### config.mk
export PLATFORM = sky130hd
export DESIGN_NAME = mem_port_arbiter
export DESIGN_NICKNAME = d
export VERILOG_FILES = /design/src/rtl/mem_arb_pkg.sv /design/src/rtl/mem_arb_age_counter.sv /design/src/rtl/mem_port_arbiter.sv
export SDC_FILE = /design/constraint.sdc
export NUM_CORES = 1
export LEC_CHECK = 0
export ABC_AREA = 1
export ABC_CLOCK_PERIOD_IN_PS = 4450
export BUFFER_PORTS_ARGS = -buffer_cell sky130_fd_sc_hd__buf_2
export CAP_MARGIN = 20
export CORE_ASPECT_RATIO = 0.9
export CORE_MARGIN = 3
export CORE_UTILIZATION = 26
export CTS_CLUSTER_DIAMETER = 80
export DETAILED_ROUTE_END_ITERATION = 10
export HOLD_SLACK_MARGIN = 0.1
export PLACE_DENSITY = 0.6
export SLEW_MARGIN = 20
export SYNTH_ARGS = -nofsm -noshare
export SYNTH_HDL_FRONTEND = slang
export SYNTH_HIERARCHICAL = 1
export SYNTH_SLANG_ARGS = --single-unit
### constraint.sdc
create_clock -name Clk -period 4.45 [get_ports Clk]
set_input_delay 0.2225 -clock Clk [delete_from_list [all_inputs] [get_ports Clk]]
set_output_delay 0.2225 -clock Clk [all_outputs]
set_load 0.005 [all_outputs]
### src/rtl/mem_arb_pkg.sv
// ============================================================================
// mem_arb_pkg: shared types and defaults for the memory port arbiter.
// Revision: 1.0
// ============================================================================
`default_nettype none

package mem_arb_pkg;

    typedef enum logic [1:0] {
        IDLE   = 2'd0,
        ACCESS = 2'd1,
        DONE   = 2'd2
    } state_t;

    typedef enum logic [1:0] {
        NONE  = 2'd0,
        OWN_I = 2'd1,
        OWN_D = 2'd2
    } owner_t;

    localparam int STARVE_LIMIT_DEF = 4;

endpackage

`default_nettype wire

### src/rtl/mem_arb_age_counter.sv
// ============================================================================
// mem_arb_age_counter: saturating counter with clear priority and saturation flag.
// Revision: 1.0
// ============================================================================
`default_nettype none

module mem_arb_age_counter #(
    parameter int AGE_W = 3,
    parameter int LIMIT = 4
) (
    input  logic clk_i,
    input  logic rst_ni,
    input  logic inc_i,
    input  logic clr_i,
    output logic sat_o
);

    localparam logic [AGE_W-1:0] LIMIT_V = AGE_W'(LIMIT);

    logic [AGE_W-1:0] count_q;
    logic [AGE_W-1:0] count_d;

    always_comb begin
        count_d = count_q;
        if (clr_i) begin
            count_d = '0;
        end else if (inc_i && (count_q != LIMIT_V)) begin
            count_d = count_q + AGE_W'(1);
        end
    end

    always_ff @(posedge clk_i or negedge rst_ni) begin
        if (!rst_ni) begin
            count_q <= '0;
        end else begin
            count_q <= count_d;
        end
    end

    assign sat_o = (count_q == LIMIT_V);

endmodule

`default_nettype wire

### src/rtl/mem_port_arbiter.sv
// ============================================================================
// mem_port_arbiter: shares one memory between fetch (I) and load/store (D), D>I with aging.
// Optional MEM_ARB_RANGE_CHK_EN adds alignment/range checking with an Err output. Revision: 1.0
// ============================================================================
`default_nettype none

module mem_port_arbiter
    import mem_arb_pkg::*;
#(
    parameter int ADDR_W       = 32,
    parameter int DATA_W       = 32,
    parameter int MEM_BYTES    = 1024,
    parameter int STARVE_LIMIT = STARVE_LIMIT_DEF,
    parameter int AGE_W        = 3
) (
    input  logic              Clk,
    input  logic              Rst_n,
    input  logic              I_Req,
    input  logic [ADDR_W-1:0] I_Addr,
    output logic              I_Done,
    output logic [DATA_W-1:0] I_Rdata,
    input  logic              D_Req,
    input  logic              D_We,
    input  logic [ADDR_W-1:0] D_Addr,
    input  logic [DATA_W-1:0] D_Wdata,
    output logic              D_Done,
    output logic [DATA_W-1:0] D_Rdata,
    output logic              MemRead,
    output logic              MemWrite,
    output logic [ADDR_W-1:0] Addr,
    output logic [DATA_W-1:0] Wd,
    input  logic [DATA_W-1:0] Rd,
`ifdef MEM_ARB_RANGE_CHK_EN
    output logic              Err,
`endif
    output logic              Busy
);

    if (((2 ** AGE_W) <= STARVE_LIMIT) || (MEM_BYTES < 4)) begin : g_param_check
        $error("mem_port_arbiter: AGE_W cannot hold STARVE_LIMIT or MEM_BYTES too small");
    end

    state_t            state_q, state_d;
    owner_t            owner_q, owner_d;
    logic [ADDR_W-1:0] addr_q, addr_d;
    logic              we_q, we_d;
    logic [DATA_W-1:0] wdata_q, wdata_d;
    logic [DATA_W-1:0] i_rdata_q, i_rdata_d;
    logic [DATA_W-1:0] d_rdata_q, d_rdata_d;
    logic              i_done_q, i_done_d;
    logic              d_done_q, d_done_d;

    logic              w_grant_i;
    logic [ADDR_W-1:0] w_win_addr;
    logic              w_age_inc;
    logic              w_age_clr;
    logic              w_age_sat;

    assign w_grant_i  = I_Req && (!D_Req || w_age_sat);
    assign w_win_addr = w_grant_i ? I_Addr : D_Addr;

`ifdef MEM_ARB_RANGE_CHK_EN
    logic              err_q, err_d;
    logic [ADDR_W:0]   w_last_byte;
    logic              w_range_bad;

    // One extra bit so addresses near the top of the space cannot wrap past the limit.
    assign w_last_byte = {1'b0, w_win_addr} + (ADDR_W+1)'(3);
    assign w_range_bad = (w_win_addr[1:0] != 2'b00) ||
                         (w_last_byte >= (ADDR_W+1)'(MEM_BYTES));
`endif

    always_comb begin
        state_d   = state_q;
        owner_d   = owner_q;
        addr_d    = addr_q;
        we_d      = we_q;
        wdata_d   = wdata_q;
        i_rdata_d = i_rdata_q;
        d_rdata_d = d_rdata_q;
        i_done_d  = 1'b0;
        d_done_d  = 1'b0;
        w_age_inc = 1'b0;
        w_age_clr = 1'b0;
`ifdef MEM_ARB_RANGE_CHK_EN
        err_d     = 1'b0;
`endif
        case (state_q)
            IDLE: begin
                w_age_clr = !I_Req || w_grant_i;
                w_age_inc = I_Req && D_Req && !w_grant_i;
                if (I_Req || D_Req) begin
                    owner_d = w_grant_i ? OWN_I : OWN_D;
                    addr_d  = w_win_addr;
                    we_d    = w_grant_i ? 1'b0 : D_We;
                    wdata_d = w_grant_i ? wdata_q : D_Wdata;
                    state_d = ACCESS;
`ifdef MEM_ARB_RANGE_CHK_EN
                    if (w_range_bad) begin
                        state_d  = DONE;
                        err_d    = 1'b1;
                        i_done_d = w_grant_i;
                        d_done_d = !w_grant_i;
                        if (w_grant_i) begin
                            i_rdata_d = '0;
                        end else if (!D_We) begin
                            d_rdata_d = '0;
                        end
                    end
`endif
                end
            end
            ACCESS: begin
                if (!we_q) begin
                    if (owner_q == OWN_I) begin
                        i_rdata_d = Rd;
                    end else begin
                        d_rdata_d = Rd;
                    end
                end
                i_done_d = (owner_q == OWN_I);
                d_done_d = (owner_q == OWN_D);
                state_d  = DONE;
            end
            DONE: begin
                owner_d = NONE;
                state_d = IDLE;
            end
            default: begin
                state_d = IDLE;
            end
        endcase
    end

    always_ff @(posedge Clk or negedge Rst_n) begin
        if (!Rst_n) begin
            state_q   <= IDLE;
            owner_q   <= NONE;
            addr_q    <= '0;
            we_q      <= 1'b0;
            wdata_q   <= '0;
            i_rdata_q <= '0;
            d_rdata_q <= '0;
            i_done_q  <= 1'b0;
            d_done_q  <= 1'b0;
        end else begin
            state_q   <= state_d;
            owner_q   <= owner_d;
            addr_q    <= addr_d;
            we_q      <= we_d;
            wdata_q   <= wdata_d;
            i_rdata_q <= i_rdata_d;
            d_rdata_q <= d_rdata_d;
            i_done_q  <= i_done_d;
            d_done_q  <= d_done_d;
        end
    end

`ifdef MEM_ARB_RANGE_CHK_EN
    always_ff @(posedge Clk or negedge Rst_n) begin
        if (!Rst_n) begin
            err_q <= 1'b0;
        end else begin
            err_q <= err_d;
        end
    end

    assign Err = err_q;
`endif

    mem_arb_age_counter #(
        .AGE_W (AGE_W),
        .LIMIT (STARVE_LIMIT)
    ) u_age (
        .clk_i  (Clk),
        .rst_ni (Rst_n),
        .inc_i  (w_age_inc),
        .clr_i  (w_age_clr),
        .sat_o  (w_age_sat)
    );

    // Enables decode straight from state so an async reset drops them immediately.
    assign MemRead  = (state_q == ACCESS) && !we_q;
    assign MemWrite = (state_q == ACCESS) && we_q;
    assign Addr     = addr_q;
    assign Wd       = wdata_q;
    assign I_Done   = i_done_q;
    assign D_Done   = d_done_q;
    assign I_Rdata  = i_rdata_q;
    assign D_Rdata  = d_rdata_q;
    assign Busy     = (state_q != IDLE);

endmodule

`default_nettype wire

==> results.cfg, run 1 <==
[outcome]
status = complete, no violations

[sta]
hold_ws_ps = 125.2
worst_slew_pin_slew_ps = 945.4
final.setup.tns_ps = 0
fmax_mhz = 307.4
drv_slew = 0
fin_crit_ps = 3253
fin_crit_sh = 0.7310
relSlewSlack = 0.3682
finalHoldViolCount = 0
rsz0062_at_grt = no
finalClockSkew_ps = 12.70
setup_viol = 0

[synth]
synthTopCellsByArea = dfrtp_1, nand2_1, nand3_1
syn_inst = 658
ys_seq_area_frac = 0.5944
ys_warn_count = 6
synth_area_leader_cell = dfrtp_1
synth_flop_cell = dfrtp_1
synth_edf_count = 0
synth_most_common_cell = nand2_1
synth_cell_types = 18
netlist_area_sq_um = 5809
synth.top_cell.area_share = 0.5944
synth.net_count = 793
ys_seq_elements = 138
syn_avg_cell_area_sq_um = 8.829
synth-async-reset-ratio = 1.000
yosys-top-cells-count = nand2_1, nand3_1, dfrtp_1

[run]
cap_violations = 0

[drt]
firstDrtPassIters = 4
finalWirelength_microns = 20180
viasPerCell = 4.588
ant_nets = 0
drt-initial-drc-count = 408
vias = 6129
wl_per_cell_microns = 15.11
route.detailed.drc = 0

[finish]
multiInputGateArea_sq_um = 2072
syn_to_final_growth_pct = 59.23
nFillCells = 2149
final_cells = 1336
final_nets = 1167
insertedDiodeCount = 0
final_layout_size_suffix_gt1_frac = 0.3062
seqCellArea_sq_um = 3453
postLayoutCoreUtil = 0.4239

[grt]
grt_pass1_wl_microns = 31840
grt_max_degree = 94
antenna_found_initial = 0
track_usage = 0.1648
grt_pass1_vias = 6289
gr-total-overflow = 0

[worst_setup_path]
critPathKind = reg -> reg
critPathMaxFanout = 48
critPathRequiredTime_ps = 4800
cp-end-kind = register
worstSetupStartpointType = register
worstPathArrival_ps = 3600

[clock_tree]
post_cts_buffers = 0
cts_root_buf = clkbuf_16
cts.clk_slew.worst_paths_ps = 70
htree_levels = 4
cts_hold_buf = 128
clock-sinks = 138
clock_path_buffers = 2
cts_made_buffers = 17
clkLatencyLatePin_ps = 410
cts_resized = 0
cts_tree = done

[pwr]
clkPwrFrac = 0.243
power_frac_seq = 0.360
switching_share = 0.3722
powerDensity_nw_per_um2 = 663.6
p_sw_mw = 2.285
pwr-share-comb = 0.397
peakVddDrop_v = 0.0003094
p_leak_nw = 4.903
intPower_mw = 3.853

[place]
io_buffers = 265
gp_congestion = 0.7728
dpl.cell_count = 1176
dp_hpwl_microns = 12620

[floorplanning]
floorplan.die_area_sq_um = 24180
ios = 266
die_y_microns = 147.8
start_util = 0.2662
core_area_sq_um = 21820
die_width_microns = 163.6
rows = 51

[hold_path]
worstHoldPathType = in -> reg
## power groups by stage
stage / Clock, mW / Sequential (mW) / Combinational [mW]
floorplan: 0 / 2.24 / 1.08
global placement: 0 / 2.21 / 2.11
detailed placement: 0 / 2.21 / 2.16
CTS: 1.54 / 2.21 / 2.45
global route: 1.60 / 2.28 / 2.73
finish: 1.49 / 2.21 / 2.44
## worst max-delay path, stage by stage (launching register included)
cell and delay (ps):
dfrtp_1 380, inv_1 70, ha_1 220, nand2_2 90, inv_1 40, inv_1 50, nand2_2 400, nand2_2 530
buf_4 530, nand3_1 140, nand3_1 130, dlygate4sd3_1 570
## per-stage QoR
stage	instance area (sq um)	power [mW]	setup WS [ps]
after detailed placement	7353	4.361	1791
after CTS	9250	6.192	1238
after floorplan	5809	3.322	2679
final	9250	6.138	1197
after global placement	7351	4.313	1820
after global routing	9250	6.604	948.6
## sequential cells by signal, summed over array words and instances (netlist names)
signal / count
I_Rdata: 32
D_Rdata: 32
I_Done: 1
D_Done: 1
Addr: 32
we_q: 1
state_q: 2
Wd: 32
u_age/count_q: 3
owner_q: 2
## cells in the final DEF, fill, tap and decap left out, drive strengths merged, types with 3 or more instances in the layout
cell,instances
clkbuf,17
bufinv,3
dlygate4sd3,128
nand3,164
clkinv,4
buf,275
nand2,239
nand4,34
dfrtp,138
nor2,10
inv,21
o21ai,5
## per-layer routing
metal,vias up,track usage,part of all wire,wire [microns]
li1,2928,-,-,-
met1,2948,0.2114,0.44,8976
met2,236,0.2746,0.47,9571
met3,17,0.04651,0.070,1416
met4,0,0.04313,0.011,217
met5,-,0,0,0
## cell families after synthesis
group                      count (synthesis)  synth area share
adders and majority gates                  2          0.004307
and+or+nand+nor                          449            0.3457
AOI/OAI and AO/OA                          6          0.005168
DFF                                      138            0.5944
buffers and inverters                     63           0.05040
## layout make-up
type | instances | area share
clock buffers | 17 | 0.04599
clock inverters | 15 | 0.02056
inverters | 15 | 0.006087
multi-input cells | 457 | 0.2240
flip-flops and latches | 138 | 0.3733
well taps | 291 | 0.03936
repair buffers | 403 | 0.2907
## path summary, 6_finish.rpt
| kind | from | to | slack (ps) | cells past startpoint |
|---|---|---|---|---|
| min reg2reg | I_Rdata[3]$_DFFE_PN0P_ | I_Rdata[3]$_DFFE_PN0P_ | 460 | 2 |
| max in group asynchronous | Rst_n | D_Rdata[28]$_DFFE_PN0P_ | 2830 | 3 |
| max reg2reg | u_age/count_q[0]$_DFFE_PN0P_ | Addr[14]$_DFFE_PN0P_ | 1200 | 11 |
| max | u_age/count_q[0]$_DFFE_PN0P_ | Addr[14]$_DFFE_PN0P_ | 1200 | 11 |
| min | I_Addr[8] | Addr[8]$_DFFE_PN0P_ | 130 | 3 |
| min in group asynchronous | Rst_n | I_Rdata[7]$_DFFE_PN0P_ | 470 | 2 |
Power figures use the tool's default switching activity.
==> run 2, diff against run 1 <==
--- a/config.mk
+++ b/config.mk
@@ -6,7 +6,7 @@
 export NUM_CORES = 1
 export LEC_CHECK = 0
 export ABC_AREA = 1
-export ABC_CLOCK_PERIOD_IN_PS = 4450
+export ABC_CLOCK_PERIOD_IN_PS = 2900
 export BUFFER_PORTS_ARGS = -buffer_cell sky130_fd_sc_hd__buf_2
 export CAP_MARGIN = 20
 export CORE_ASPECT_RATIO = 0.9
@@ -15,7 +15,7 @@
 export CTS_CLUSTER_DIAMETER = 80
 export DETAILED_ROUTE_END_ITERATION = 10
 export HOLD_SLACK_MARGIN = 0.1
-export PLACE_DENSITY = 0.6
+export PLACE_DENSITY = 0.61
 export SLEW_MARGIN = 20
 export SYNTH_ARGS = -nofsm -noshare
 export SYNTH_HDL_FRONTEND = slang
==> constraint.sdc (replaced) <==
create_clock -name Clk -period 2.9 [get_ports Clk]
set_input_delay 0.145 -clock Clk [delete_from_list [all_inputs] [get_ports Clk]]
set_output_delay 0.145 -clock Clk [all_outputs]
set_load 0.005 [all_outputs]
==> results.cfg, run 2 (synthesized netlist as in run 1, its figures left out) <==
[outcome]
status = complete, no violations

[clock_tree]
cts_made_buffers = 17
post_cts_buffers = 0
clock-sinks = 138
cts_tree = done
cts_root_buf = clkbuf_16
htree_levels = 4
clock_path_buffers = 2
cts.clk_slew.worst_paths_ps = 60
clkLatencyLatePin_ps = 410

[worst_setup_path]
cp-end-kind = register
worstPathArrival_ps = 2920
ff2ff_setup_slack_ps = 330
critPathKind = reg -> reg
critPathBufInv = 5
critPathRequiredTime_ps = 3240
slowest_stage = dlygate4sd3_1
path_cells = inv_1 > ha_1 > nand2_2 > inv_1 > inv_1 > nand2_2 > nand2_2 > buf_6 > nand3_1 > nand3_1 > dlygate4sd3_1
crit_family = buffers and inverters
critPathMaxStageDelay_ps = 560
critPathMaxFanout = 65
worstSetupStartpointType = register

[finish]
multiInputGateArea_sq_um = 2069
final_nets = 1175
syn_to_final_growth_pct = 60.95
seqCellArea_sq_um = 3453
nFillCells = 2155
final_layout_size_suffix_gt1_frac = 0.3077
final_cells = 1345
final_cell_mix = buf_2, nand2_1, nand3_1, dfrtp_1, dlygate4sd3_1
layout_commonest_cell = buf_2
postLayoutCoreUtil = 0.4284

[grt]
track_usage = 0.1659
grt_pass1_wl_microns = 32230
antenna_found_initial = 1
grt_pass1_vias = 6238
gr-total-overflow = 0
grt_max_degree = 75

[floorplanning]
ios = 266
start_util = 0.2662
die_y_microns = 147.8
floorplan.die_area_sq_um = 24180
core_area_sq_um = 21820
rows = 51
die_width_microns = 163.6

[sta]
fin_crit_sh = 0.8875
final.setup.tns_ps = 0
finalClockSkew_ps = 10.48
relSlewSlack = 0.6313
drv_slew = 0
fin_crit_ps = 2574
setup_slack_ps = 326.3
rsz0062_at_grt = no
hold_ws_ps = 194.3
fmax_mhz = 388.5
setup_viol = 0
finalHoldViolCount = 0
worst_slew_pin_slew_ps = 551.8

[drt]
drt-initial-drc-count = 462
route.detailed.drc = 0
ant_nets = 0
finalWirelength_microns = 20010
wl_per_cell_microns = 14.88
viasPerCell = 4.563
firstDrtPassIters = 5
vias = 6137

[pwr]
peakVddDrop_v = 0.0004115
powerDensity_nw_per_um2 = 1017
p_leak_nw = 4.950

[place]
pre_cts_ws_ps = 693.0
dp_hpwl_microns = 12750
io_buffers = 265
gp_congestion = 0.7957
dpl.cell_count = 1182

[hold_path]
worstHoldPathType = in -> async

[run]
cap_violations = 0
==> run 2: cell types whose count changed in the layout (fill, tap and decap cells not counted), moves of 2 or more <==
cell,delta
dlygate4sd3_1,+2
buf_4,+3
buf_12,+2
inv_8,-2
==> run 2: where the power goes <==
group | switching (mW) | total [mW] | internal (mW)
logic | 2.08 | 3.82 | 1.74
clock network | 0.867 | 2.31 | 1.44
registers | 0.511 | 3.38 | 2.87
==> run 2: final cells by class <==
type	instances	share of cell area
well taps	291	0.03894
inverters	15	0.006022
diodes	1	0.0002676
clock inverters	14	0.02061
flip-flops and latches	138	0.3693
multi-input cells	457	0.2213
clock buffers	18	0.04590
repair buffers	411	0.2976
==> run 2: stage by stage <==
step                      total power, mW  cell area, sq um
after floorplan                     5.097              5809
after global placement              6.665              7421
after detailed placement            6.725              7421
after CTS                           9.573              9344
after global routing                10.25              9350
final                               9.511              9350
==> run 2: final timing paths <==
path,cells after the start,to,startpoint
setup / recovery,11,Addr[2]$_DFFE_PN0P_,u_age/count_q[0]$_DFFE_PN0P_
hold / removal,2,D_Rdata[4]$_DFFE_PN0P_,Rst_n
setup reg to reg,11,Addr[2]$_DFFE_PN0P_,u_age/count_q[0]$_DFFE_PN0P_
hold reg to reg,1,D_Done$_DFF_PN0_,owner_q[0]$_DFFE_PN0P_
max in group asynchronous,3,Wd[0]$_DFFE_PN0P_,Rst_n
min in group Clk,4,owner_q[0]$_DFFE_PN0P_,I_Req
==> run 2: what timing repair did <==
action	4_1_cts	5_1_grt
hold buffers	130	0
gates resized for setup	0	1
setup endpoints to repair	0	24
hold endpoints to repair	267	0
==> run 2: worst reg2reg max path, delay by kind of cell, from the launching register on <==
family,cells,cell delay (ps)
adders and majority gates,1,220
and+or+nand+nor,5,760
DFF,1,370
buffers and inverters,5,1150
==> run 2: per-layer routing <==
metal / up-vias / global-route usage / part of all wire
met2: 262 / 0.2700 / 0.47
met3: 16 / 0.05548 / 0.079
met5: - / 0 / 0
li1: 2949 / - / -
met1: 2910 / 0.2141 / 0.44
met4: 0 / 0.03975 / 0.012
==> run 3, diff against run 2 <==
--- a/config.mk
+++ b/config.mk
@@ -9,13 +9,14 @@
 export ABC_CLOCK_PERIOD_IN_PS = 2900
 export BUFFER_PORTS_ARGS = -buffer_cell sky130_fd_sc_hd__buf_2
 export CAP_MARGIN = 20
+export CELL_PAD_IN_SITES_DETAIL_PLACEMENT = 2
+export CELL_PAD_IN_SITES_GLOBAL_PLACEMENT = 2
 export CORE_ASPECT_RATIO = 0.9
 export CORE_MARGIN = 3
-export CORE_UTILIZATION = 26
+export CORE_UTILIZATION = 23
 export CTS_CLUSTER_DIAMETER = 80
 export DETAILED_ROUTE_END_ITERATION = 10
-export HOLD_SLACK_MARGIN = 0.1
-export PLACE_DENSITY = 0.61
+export PLACE_DENSITY = 0.85
 export SLEW_MARGIN = 20
 export SYNTH_ARGS = -nofsm -noshare
 export SYNTH_HDL_FRONTEND = slang
==> results.cfg, run 3 (synthesized netlist as in run 1, its figures left out) <==
[outcome]
status = complete, no violations

[sta]
setup_viol = 0
finalHoldViolCount = 0
drv_slew = 0
fin_crit_sh = 0.8791
rsz0062_at_grt = no
final.setup.tns_ps = 0
worst_slew_pin_slew_ps = 756.3
fin_crit_ps = 2549
relSlewSlack = 0.4958
finalClockSkew_ps = 15.76
fmax_mhz = 392.3

[drt]
firstDrtPassIters = 4
viasPerCell = 4.714
finalWirelength_microns = 28420
drt-initial-drc-count = 338
vias = 6486
wl_per_cell_microns = 20.65
route.detailed.drc = 0
ant_nets = 0

[finish]
final_area_sq_um = 9239
final_cells = 1376
final_cell_mix = buf_2, nand2_1, nand3_1, dfrtp_1, dlygate4sd3_1
final_layout_size_suffix_gt1_frac = 0.3112
syn_to_final_growth_pct = 59.04
final_nets = 1160
postLayoutCoreUtil = 0.3767
layout_commonest_cell = buf_2

[pwr]
peakVddDrop_v = 0.0003055
pwr-share-comb = 0.413
p_sw_mw = 3.959
switching_share = 0.4069
p_leak_nw = 4.871
intPower_mw = 5.772
p_total_mw = 9.731
powerDensity_nw_per_um2 = 1053
clkPwrFrac = 0.232
power_frac_seq = 0.356

[clock_tree]
cts_root_buf = clkbuf_16
cts_resized = 0
cts_made_buffers = 17
cts.clk_slew.worst_paths_ps = 70
clkLatencyLatePin_ps = 420
clock_path_buffers = 2
htree_levels = 4
clock-sinks = 138
cts_tree = done

[worst_setup_path]
worstSetupStartpointType = register
critPathRequiredTime_ps = 3260
r2r-start = u_age/count_q[0]$_DFFE_PN0P_
ff2ff_setup_slack_ps = 350
r2r_end = Addr[11]$_DFFE_PN0P_
crit_end = Addr[11]$_DFFE_PN0P_
cp-end-kind = register
worstPathArrival_ps = 2910
crit_start = u_age/count_q[0]$_DFFE_PN0P_
critPathKind = reg -> reg
critPathMaxFanout = 52
reg2reg_depth = 11

[floorplanning]
floorplan.die_area_sq_um = 27200
ios = 266
core_area_sq_um = 24530
start_util = 0.2369
rows = 54
die_y_microns = 156.8
die_width_microns = 173.5

[place]
dp_hpwl_microns = 15740
io_buffers = 265
gp_congestion = 0.7652
dpl.cell_count = 1225
post_dp_cell_area_sq_um = 7462

[hold_path]
worstHoldPathType = in -> reg
worstHoldPathCells = 3

[grt]
grt_max_degree = 75
grt_pass1_wl_microns = 44550
gr-total-overflow = 0
grt_pass1_vias = 7456
antenna_found_initial = 3
track_usage = 0.2087

[run]
cap_violations = 0
-- run 3: cell count changes in the layout (fill, tap and decap cells not counted), moves of 2 or more --
cell / delta
clkinv_2: -2
clkinv_4: +3
bufinv_16: -2
dlygate4sd3_1: -13
-- run 3: repair_timing --
item / CTS / global route
hold buffers: 117 / 0
hold endpoints to repair: 195 / 0
buffers inserted: 0 / 0
-- run 3: per-stage QoR --
stage	worst slack [ps]	hold WS, ps
6_report	350.7	24.49
5_1_grt	202.8	15.16
4_1_cts	476.4	0.4353
3_5_place_dp	889.9	232.7
3_3_place_gp	966.5	231.9
2_1_floorplan	1129	-150.6
-- run 3: how the worst min path moves through the flow --
stage	start	end	slack [ps]
3_3_place_gp	Rst_n	I_Rdata[8]$_DFFE_PN0P_	230
3_5_place_dp	Rst_n	I_Rdata[1]$_DFFE_PN0P_	230
6_report	I_Addr[28]	Addr[28]$_DFFE_PN0P_	20
5_1_grt	I_Addr[28]	Addr[28]$_DFFE_PN0P_	20
2_1_floorplan	Rst_n	Addr[0]$_DFFE_PN0P_	-150
4_1_cts	I_Addr[0]	Addr[0]$_DFFE_PN0P_	0.4
-- run 3: cell type report --
type	instances	area, sq um
inverter	15	56.30
clock inverter	14	161.4
sequential	138	3453
multi-input combinational	457	2069
fill	2730	15290
tap	336	420.4
clock buffer	18	439.2
antenna	2	5.005
timing repair buffer	396	2634
-- run 3: power by group through the flow --
stage,clock (mW),sequential [mW],combinational [mW]
floorplan,0,3.44,1.65
global placement,0,3.37,3.35
detailed placement,0,3.40,3.52
CTS,2.30,3.39,3.88
global route,2.40,3.57,4.45
finish,2.25,3.46,4.02
-- run 3: critical path, stage by stage, from the launching register on --
cell,delay (ps)
dfrtp_1,370
inv_1,80
ha_1,230
nand2_2,110
inv_1,40
inv_1,70
nand2_2,100
nand2_2,310
buf_12,290
nand3_1,160
nand3_1,140
dlygate4sd3_1,560
-- run 3: routing by layer --
metal  share of wire  GRT usage  up-vias
met3           0.062    0.05677       36
met4           0.020    0.06600        2
met2            0.51     0.3722      253
li1                -          -     2912
met5         0.00046          0        -
met1            0.41     0.2456     3283
